==> src/rtl/alu_pkg.sv <==
// Shared opcode encoding and sequencer state type for the ALU command path.
package alu_pkg;

  localparam logic [3:0] OP_ADD = 4'h0;
  localparam logic [3:0] OP_SUB = 4'h1;
  localparam logic [3:0] OP_MUL = 4'h2;
  localparam logic [3:0] OP_CMP = 4'h3;
  localparam logic [3:0] OP_AND = 4'h4;
  localparam logic [3:0] OP_OR  = 4'h5;
  localparam logic [3:0] OP_XOR = 4'h6;
  localparam logic [3:0] OP_NOP = 4'hF;
  localparam logic [3:0] OP_MAX = 4'h6;

  typedef enum logic [1:0] {
    StIdle,
    StExec,
    StResp,
    StRespHi
  } seq_state_e;

  function automatic logic op_is_legal(logic [3:0] op);
    return op <= OP_MAX;
  endfunction

endpackage

==> src/rtl/alu_seq.sv <==
// Command sequencer for the external ALU: issues one op, waits out the ALU
// latency and returns the result as one beat (two beats, lo then hi, for MUL).
module alu_seq
  import alu_pkg::*;
#(
  parameter int unsigned W       = 16,
  parameter int unsigned ALU_LAT = 1
) (
  input  logic         clk_i,
  input  logic         rst_i,
  input  logic         cmd_valid_i,
  output logic         cmd_ready_o,
  input  logic [3:0]   cmd_op_i,
  input  logic [W-1:0] cmd_a_i,
  input  logic [W-1:0] cmd_b_i,
  input  logic         cmd_chain_i,
  output logic [W-1:0] alu_a_o,
  output logic [W-1:0] alu_b_o,
  output logic [3:0]   alu_ins_o,
  input  logic [W-1:0] alu_out_i,
  input  logic [W-1:0] alu_hi_i,
  output logic         res_valid_o,
  input  logic         res_ready_i,
  output logic [W-1:0] res_data_o,
  output logic         res_last_o,
  output logic         res_err_o,
  output logic         busy_o
);

  // The ALU inputs are themselves registered here, so the ALU result becomes
  // visible ALU_LAT edges after issue and is sampled on the edge after that.
  localparam logic [2:0] WaitLoad = 3'(ALU_LAT);

  seq_state_e   state_q, state_d;
  logic [2:0]   cnt_q, cnt_d;
  logic         is_mul_q, is_mul_d;
  logic [W-1:0] lo_q, lo_d;
  logic [W-1:0] hi_q, hi_d;
  logic [W-1:0] last_res_q, last_res_d;
  logic [W-1:0] alu_a_q, alu_a_d;
  logic [W-1:0] alu_b_q, alu_b_d;
  logic [3:0]   alu_ins_q, alu_ins_d;
  logic         cmd_ready_q, cmd_ready_d;
  logic         res_valid_q, res_valid_d;
  logic [W-1:0] res_data_q, res_data_d;
  logic         res_last_q, res_last_d;
  logic         res_err_q, res_err_d;
  logic         busy_q, busy_d;

  always_comb begin
    state_d     = state_q;
    cnt_d       = cnt_q;
    is_mul_d    = is_mul_q;
    lo_d        = lo_q;
    hi_d        = hi_q;
    last_res_d  = last_res_q;
    alu_a_d     = alu_a_q;
    alu_b_d     = alu_b_q;
    alu_ins_d   = alu_ins_q;
    res_valid_d = res_valid_q;
    res_data_d  = res_data_q;
    res_last_d  = res_last_q;
    res_err_d   = res_err_q;

    unique case (state_q)
      StIdle: begin
        if (cmd_valid_i && cmd_ready_q) begin
          if (cmd_op_i == OP_NOP) begin
            state_d = StIdle;
          end else if (op_is_legal(cmd_op_i)) begin
            alu_a_d   = cmd_chain_i ? last_res_q : cmd_a_i;
            alu_b_d   = cmd_b_i;
            alu_ins_d = cmd_op_i;
            is_mul_d  = (cmd_op_i == OP_MUL);
            cnt_d     = WaitLoad;
            state_d   = StExec;
          end else begin
            // Illegal opcode: never reaches the ALU, answered with an error beat.
            is_mul_d    = 1'b0;
            res_data_d  = '0;
            res_err_d   = 1'b1;
            res_last_d  = 1'b1;
            res_valid_d = 1'b1;
            state_d     = StResp;
          end
        end
      end
      StExec: begin
        if (cnt_q != 3'd0) begin
          cnt_d = cnt_q - 3'd1;
        end else begin
          lo_d        = alu_out_i;
          hi_d        = alu_hi_i;
          res_data_d  = alu_out_i;
          res_last_d  = !is_mul_q;
          res_err_d   = 1'b0;
          res_valid_d = 1'b1;
          alu_ins_d   = OP_NOP;
          state_d     = StResp;
        end
      end
      StResp: begin
        if (res_ready_i) begin
          if (!res_err_q) begin
            last_res_d = lo_q;
          end
          if (is_mul_q) begin
            res_data_d = hi_q;
            res_last_d = 1'b1;
            state_d    = StRespHi;
          end else begin
            res_valid_d = 1'b0;
            res_last_d  = 1'b0;
            res_err_d   = 1'b0;
            state_d     = StIdle;
          end
        end
      end
      StRespHi: begin
        if (res_ready_i) begin
          res_valid_d = 1'b0;
          res_last_d  = 1'b0;
          state_d     = StIdle;
        end
      end
      default: state_d = StIdle;
    endcase

    cmd_ready_d = (state_d == StIdle);
    busy_d      = (state_d != StIdle);
  end

  always_ff @(posedge clk_i) begin
    if (rst_i) begin
      state_q     <= StIdle;
      cnt_q       <= '0;
      is_mul_q    <= 1'b0;
      lo_q        <= '0;
      hi_q        <= '0;
      last_res_q  <= '0;
      alu_a_q     <= '0;
      alu_b_q     <= '0;
      alu_ins_q   <= OP_NOP;
      cmd_ready_q <= 1'b1;
      res_valid_q <= 1'b0;
      res_data_q  <= '0;
      res_last_q  <= 1'b0;
      res_err_q   <= 1'b0;
      busy_q      <= 1'b0;
    end else begin
      state_q     <= state_d;
      cnt_q       <= cnt_d;
      is_mul_q    <= is_mul_d;
      lo_q        <= lo_d;
      hi_q        <= hi_d;
      last_res_q  <= last_res_d;
      alu_a_q     <= alu_a_d;
      alu_b_q     <= alu_b_d;
      alu_ins_q   <= alu_ins_d;
      cmd_ready_q <= cmd_ready_d;
      res_valid_q <= res_valid_d;
      res_data_q  <= res_data_d;
      res_last_q  <= res_last_d;
      res_err_q   <= res_err_d;
      busy_q      <= busy_d;
    end
  end

  assign cmd_ready_o = cmd_ready_q;
  assign alu_a_o     = alu_a_q;
  assign alu_b_o     = alu_b_q;
  assign alu_ins_o   = alu_ins_q;
  assign res_valid_o = res_valid_q;
  assign res_data_o  = res_data_q;
  assign res_last_o  = res_last_q;
  assign res_err_o   = res_err_q;
  assign busy_o      = busy_q;

endmodule

==> config.mk <==
export PLATFORM = sky130hd
export DESIGN_NAME = alu_seq
export DESIGN_NICKNAME = d
export VERILOG_FILES = /design/src/rtl/alu_pkg.sv /design/src/rtl/alu_seq.sv
export SDC_FILE = /design/constraint.sdc
export NUM_CORES = 1
export LEC_CHECK = 0
export BUFFER_PORTS_ARGS = -buffer_cell sky130_fd_sc_hd__buf_2
export CORE_MARGIN = 2
export CORE_UTILIZATION = 40
export DETAILED_ROUTE_END_ITERATION = 10
export PLACE_DENSITY = 0.61
export SLEW_MARGIN = 0
export SYNTH_ARGS = -nofsm -noshare
export SYNTH_HDL_FRONTEND = slang
export SYNTH_SLANG_ARGS = --single-unit
==> constraint.sdc <==
create_clock -name clk_i -period 2.2 [get_ports clk_i]
set_input_delay 0 -clock clk_i [delete_from_list [all_inputs] [get_ports clk_i]]
set_output_delay 0 -clock clk_i [all_outputs]
set_load 0.01 [all_outputs]
==> report_table.html <==
<table>
<tr><th>Metric</th><th>Value</th></tr>
<tr><th colspan="2">Timing</th></tr>
<tr><td>Share of the cycle needed by the critical path after routing</td><td>92.4%</td></tr>
<tr><td>Achievable frequency</td><td>492 MHz</td></tr>
<tr><td>Setup repair after global routing missed its margin</td><td>false</td></tr>
<tr><td>Max Clock Skew</td><td>5.55 ps</td></tr>
<tr><td>Number of hold violations in the final report</td><td>0</td></tr>
<tr><td>Rel. slew slack</td><td>44.0%</td></tr>
<tr><td>Shortest period the worst path allows</td><td>2030 ps</td></tr>
<tr><td>Post-Route Setup TNS</td><td>0 ps</td></tr>
<tr><td>Min Hold Slack</td><td>14.1 ps</td></tr>
<tr><td>Slew of the pin with the lowest slew margin</td><td>834 ps</td></tr>
<tr><td>Final critical-path setup slack</td><td>166 ps</td></tr>
<tr><td>Finish-stage setup viols</td><td>0</td></tr>
<tr><td>Number of max-slew violations in the final report</td><td>0</td></tr>
<tr><th colspan="2">Yosys</th></tr>
<tr><td>Number of distinct standard cells referenced by the synthesized netlist</td><td>46</td></tr>
<tr><td>Post-synthesis register bit count</td><td>111</td></tr>
<tr><td>Sequential area share after synthesis</td><td>48.6%</td></tr>
<tr><td>Dominant register cell in the synthesized netlist</td><td>sky130_fd_sc_hd__dfxtp_1</td></tr>
<tr><td>Net count after synthesis</td><td>630</td></tr>
<tr><td>Total standard cell area after synthesis</td><td>4570 um^2</td></tr>
<tr><td>Synth async-reset ratio</td><td>0%</td></tr>
<tr><td>Number of enable-type register cells in the synthesized netlist</td><td>0</td></tr>
<tr><td>Ys Warns</td><td>0</td></tr>
<tr><td>Mapped Cells</td><td>551</td></tr>
<tr><td>Per-instance average area after synthesis</td><td>8.30 um^2</td></tr>
<tr><th colspan="2">Detailed routing</th></tr>
<tr><td>Routed vias</td><td>4,410</td></tr>
<tr><td>Number of detailed-route iterations in the first pass</td><td>6</td></tr>
<tr><td>First-iteration detailed-routing DRC count</td><td>245</td></tr>
<tr><td>Post-DRT Antenna Nets</td><td>0</td></tr>
<tr><td>Post-Route WL</td><td>12,500 um</td></tr>
<tr><td>Post-detailed-route wirelength per cell</td><td>14.3 um</td></tr>
<tr><td>Vias per cell</td><td>5.05</td></tr>
<tr><td>Total DRC errors in the routed layout</td><td>0</td></tr>
<tr><th colspan="2">Layout</th></tr>
<tr><td>Final layout net count</td><td>804</td></tr>
<tr><td>Fraction of final layout cells with drive strength greater than 1</td><td>22.1%</td></tr>
<tr><td>Sequential Area</td><td>2220 um^2</td></tr>
<tr><td>Utilization of the core after routing</td><td>55.8%</td></tr>
<tr><td>Highest-count cells in the layout ignoring fill and taps</td><td>sky130_fd_sc_hd__nand2_1 (174), sky130_fd_sc_hd__buf_2 (129), sky130_fd_sc_hd__dfxtp_1 (111), sky130_fd_sc_hd__a21oi_1 (71), sky130_fd_sc_hd__dlygate4sd3_1 (64)</td></tr>
<tr><td>Number of filler cells placed in the layout</td><td>1,075</td></tr>
<tr><td>Number of standard cells in the layout, taps in and fillers out</td><td>873</td></tr>
<tr><td>Signed area change from the synthesized netlist to the final layout</td><td>37.5%</td></tr>
<tr><td>Non-Filler Cell Area, Final</td><td>6280 um^2</td></tr>
<tr><td>Area used by multi-input combinational logic</td><td>2150 um^2</td></tr>
<tr><td>Antenna diode count</td><td>0</td></tr>
<tr><td>Commonest non-fill, non-tap cell in the layout</td><td>sky130_fd_sc_hd__nand2_1</td></tr>
<tr><th colspan="2">Floorplanning</th></tr>
<tr><td>Core Footprint</td><td>11,300 um^2</td></tr>
<tr><td>Starting density of the core</td><td>40.5%</td></tr>
<tr><td>I/O pins</td><td>130</td></tr>
<tr><td>Chip Height</td><td>111 um</td></tr>
<tr><td>Standard-cell row count</td><td>39</td></tr>
<tr><td>Die Wd</td><td>111 um</td></tr>
<tr><td>Total die area</td><td>12,300 um^2</td></tr>
<tr><th colspan="2">Clocking</th></tr>
<tr><td>Total clock sinks</td><td>111</td></tr>
<tr><td>Clock transition at path regs</td><td>70 ps</td></tr>
<tr><td>Number of CTS-inserted buffers</td><td>9</td></tr>
<tr><td>CTS tree</td><td>built</td></tr>
<tr><td>Deepest level of the CTS H-tree</td><td>3</td></tr>
<tr><td>Post-CTS setup repair buffer count</td><td>0</td></tr>
<tr><td>Clock Tree Root</td><td>sky130_fd_sc_hd__clkbuf_16</td></tr>
<tr><td>Bufs on Longest Clock Path</td><td>2</td></tr>
<tr><td>Worst skew pair latency</td><td>350 ps</td></tr>
<tr><th colspan="2">Placement</th></tr>
<tr><td>Placement Setup Slack</td><td>134 ps</td></tr>
<tr><td>Placed cells</td><td>793</td></tr>
<tr><td>Placed wire-length estimate after detailed placement</td><td>8090 um</td></tr>
<tr><td>Standard cell area after detailed placement</td><td>5310 um^2</td></tr>
<tr><td>Number of buffers inserted by port buffering</td><td>129</td></tr>
<tr><td>Gpl congestion</td><td>0.913</td></tr>
<tr><th colspan="2">Critical path</th></tr>
<tr><td>Crit path kind</td><td>flop to flop</td></tr>
<tr><td>Crit path capture type</td><td>flop</td></tr>
<tr><td>Largest fanout of any net on the critical path</td><td>16</td></tr>
<tr><td>Kind of launch point of the worst setup path</td><td>flop</td></tr>
<tr><td>Delay of the slowest cell on the worst path</td><td>410 ps</td></tr>
<tr><td>Cell count of the worst reg-to-reg path</td><td>6</td></tr>
<tr><td>CP delay by family, top</td><td>flip-flops</td></tr>
<tr><td>Required time at the worst-slack endpoint</td><td>2430 ps</td></tr>
<tr><td>Worst path buffer plus inverter count</td><td>2</td></tr>
<tr><td>Reg2Reg Setup Slack</td><td>170 ps</td></tr>
<tr><td>R2R Path Start</td><td>state_q[1]$_SDFF_PP0_</td></tr>
<tr><td>Capture instance of the worst register-to-register path</td><td>res_data_o[1]$_SDFFE_PP0P_</td></tr>
<tr><td>Series of cell instances along the critical path</td><td>inv_1 &gt; ha_1 &gt; a22o_1 &gt; or3_1 &gt; buf_4 &gt; mux2i_1</td></tr>
<tr><td>CP max-delay cell</td><td>sky130_fd_sc_hd__dfxtp_1</td></tr>
<tr><td>Arrival time worst endpoint</td><td>2260 ps</td></tr>
<tr><th colspan="2">Outcome</th></tr>
<tr><td>Outcome</td><td>completed</td></tr>
<tr><th colspan="2">Worst hold path</th></tr>
<tr><td>Min-delay worst type</td><td>input pin to flop</td></tr>
<tr><td>Endpoint, Worst Hold</td><td>alu_a_o[3]$_SDFFE_PP0P_</td></tr>
<tr><td>Cell count of the worst hold path</td><td>3</td></tr>
<tr><td>Hold path startpoint</td><td>cmd_a_i[3]</td></tr>
<tr><th colspan="2">Pwr</th></tr>
<tr><td>Switching fraction of total power</td><td>27.6%</td></tr>
<tr><td>Power, Total</td><td>4.90 mW</td></tr>
<tr><td>Internal power</td><td>3.55 mW</td></tr>
<tr><td>Net switching power figure</td><td>1.35 mW</td></tr>
<tr><td>Max rail drop VDD</td><td>0.378 mV</td></tr>
<tr><td>Part of the power in the clock network</td><td>36.4%</td></tr>
<tr><td>Pwr per Cell Area</td><td>780 nW/um^2</td></tr>
<tr><td>Logic pwr share</td><td>18.8%</td></tr>
<tr><td>Leak pwr</td><td>2.66 nW</td></tr>
<tr><td>Reg power frac</td><td>44.8%</td></tr>
<tr><th colspan="2">Global routing</th></tr>
<tr><td>Number of antenna violations at the first check in global routing</td><td>0</td></tr>
<tr><td>All-layer global routing usage</td><td>20.2%</td></tr>
<tr><td>Overall overflow remaining after global route</td><td>0</td></tr>
<tr><td>Number of global-route vias before repair</td><td>4,293</td></tr>
<tr><td>Maximum number of pins on one net before global-route repair</td><td>49</td></tr>
<tr><td>First-pass GRT wire length</td><td>20,300 um</td></tr>
<tr><th colspan="2">Job</th></tr>
<tr><td>Reported max-cap violation count</td><td>0</td></tr>
</table>
-- worst max-delay path by stage --
| stage | slack (ps) | endpoint | cells past startpoint | startpoint |
|---|---|---|---|---|
| CTS | 110 | res_data_o[1]$_SDFFE_PP0P_ | 7 | state_q[1]$_SDFF_PP0_ |
| finish | 170 | res_data_o[1]$_SDFFE_PP0P_ | 6 | state_q[1]$_SDFF_PP0_ |
| global route | 10 | res_data_o[13]$_SDFFE_PP0P_ | 7 | state_q[1]$_SDFF_PP0_ |
| floorplan | 320 | res_data_o[0]$_SDFFE_PP0P_ | 8 | state_q[1]$_SDFF_PP0_ |
| detailed placement | 130 | res_data_o[13]$_SDFFE_PP0P_ | 7 | state_q[1]$_SDFF_PP0_ |
| global placement | 270 | res_data_o[10]$_SDFFE_PP0P_ | 7 | state_q[1]$_SDFF_PP0_ |
-- cell usage after synthesis (4+ instances only) --
| cell type | instances | area (um^2) |
|---|---|---|
| sky130_fd_sc_hd__a211oi_1 | 18 | 135 |
| sky130_fd_sc_hd__a21oi_1 | 71 | 355 |
| sky130_fd_sc_hd__a22o_1 | 17 | 149 |
| sky130_fd_sc_hd__buf_2 | 4 | 20.0 |
| sky130_fd_sc_hd__clkbuf_1 | 33 | 124 |
| sky130_fd_sc_hd__dfxtp_1 | 111 | 2220 |
| sky130_fd_sc_hd__ha_1 | 6 | 75.1 |
| sky130_fd_sc_hd__inv_1 | 6 | 22.5 |
| sky130_fd_sc_hd__mux2i_1 | 34 | 340 |
| sky130_fd_sc_hd__nand2_1 | 174 | 653 |
| sky130_fd_sc_hd__nand2b_1 | 5 | 31.3 |
| sky130_fd_sc_hd__nor2_1 | 23 | 86.3 |
| sky130_fd_sc_hd__o21ai_0 | 8 | 40.0 |
-- layout make-up --
cell class,count,share of cell area (%)
inverter,7,0.418
timing repair buffer,203,21.9
clock inverter,7,1.67
tap,143,2.85
multi-input combinational,393,34.3
sequential,111,35.4
clock buffer,9,3.58
-- flip-flops by register name, indices dropped and copies added, names as in the netlist, 3 cells and up --
| name | flops |
|---|---|
| alu_a_o | 16 |
| alu_b_o | 16 |
| alu_ins_o | 4 |
| cnt_q | 3 |
| hi_q | 16 |
| last_res_q | 16 |
| lo_q | 16 |
| res_data_o | 16 |
-- logic make-up (layout without fill, tap and decap cells) --
logic type	count (synthesis)	count (layout)	share of synthesized area, %
and+or+nand+nor	220	220	19.6
AOI/OAI and AO/OA	132	132	18.0
DFF	111	111	48.6
buffers and inverters	47	226	4.49
muxes	34	34	7.45
adders and majority gates	6	6	1.64
xor gates and xnor gates	1	1	0.192
-- power by group through the flow --
stage | Sequential, mW | Clock, mW | Combinational [mW]
6_report | 2.20 | 1.78 | 0.920
5_1_grt | 2.21 | 1.92 | 1.01
4_1_cts | 2.20 | 1.83 | 0.913
3_5_place_dp | 2.24 | 0 | 0.822
3_3_place_gp | 2.24 | 0 | 0.810
2_1_floorplan | 2.27 | 0 | 0.528
-- tightest hold or removal path: stages --
cell	delay, ps
sky130_fd_sc_hd__buf_2	110
sky130_fd_sc_hd__mux2i_1	130
sky130_fd_sc_hd__a211oi_1	80
-- what timing repair did --
item	in CTS	in global routing
resized for setup	0	2
hold endpoints to repair	64	0
endpoints found under the setup margin	0	17
hold buffers	64	0
-- metal layers --
metal	track usage (%)	routed length [um]	vias to the layer above	part of all wire [%]
met5	0	0	-	0
met4	9.17	336	0	2.7
met3	3.23	546	26	4.4
met2	35.7	6210	134	50
met1	24.1	5380	2030	43
li1	-	-	2220	-
(Power assumes the default switching activity.)
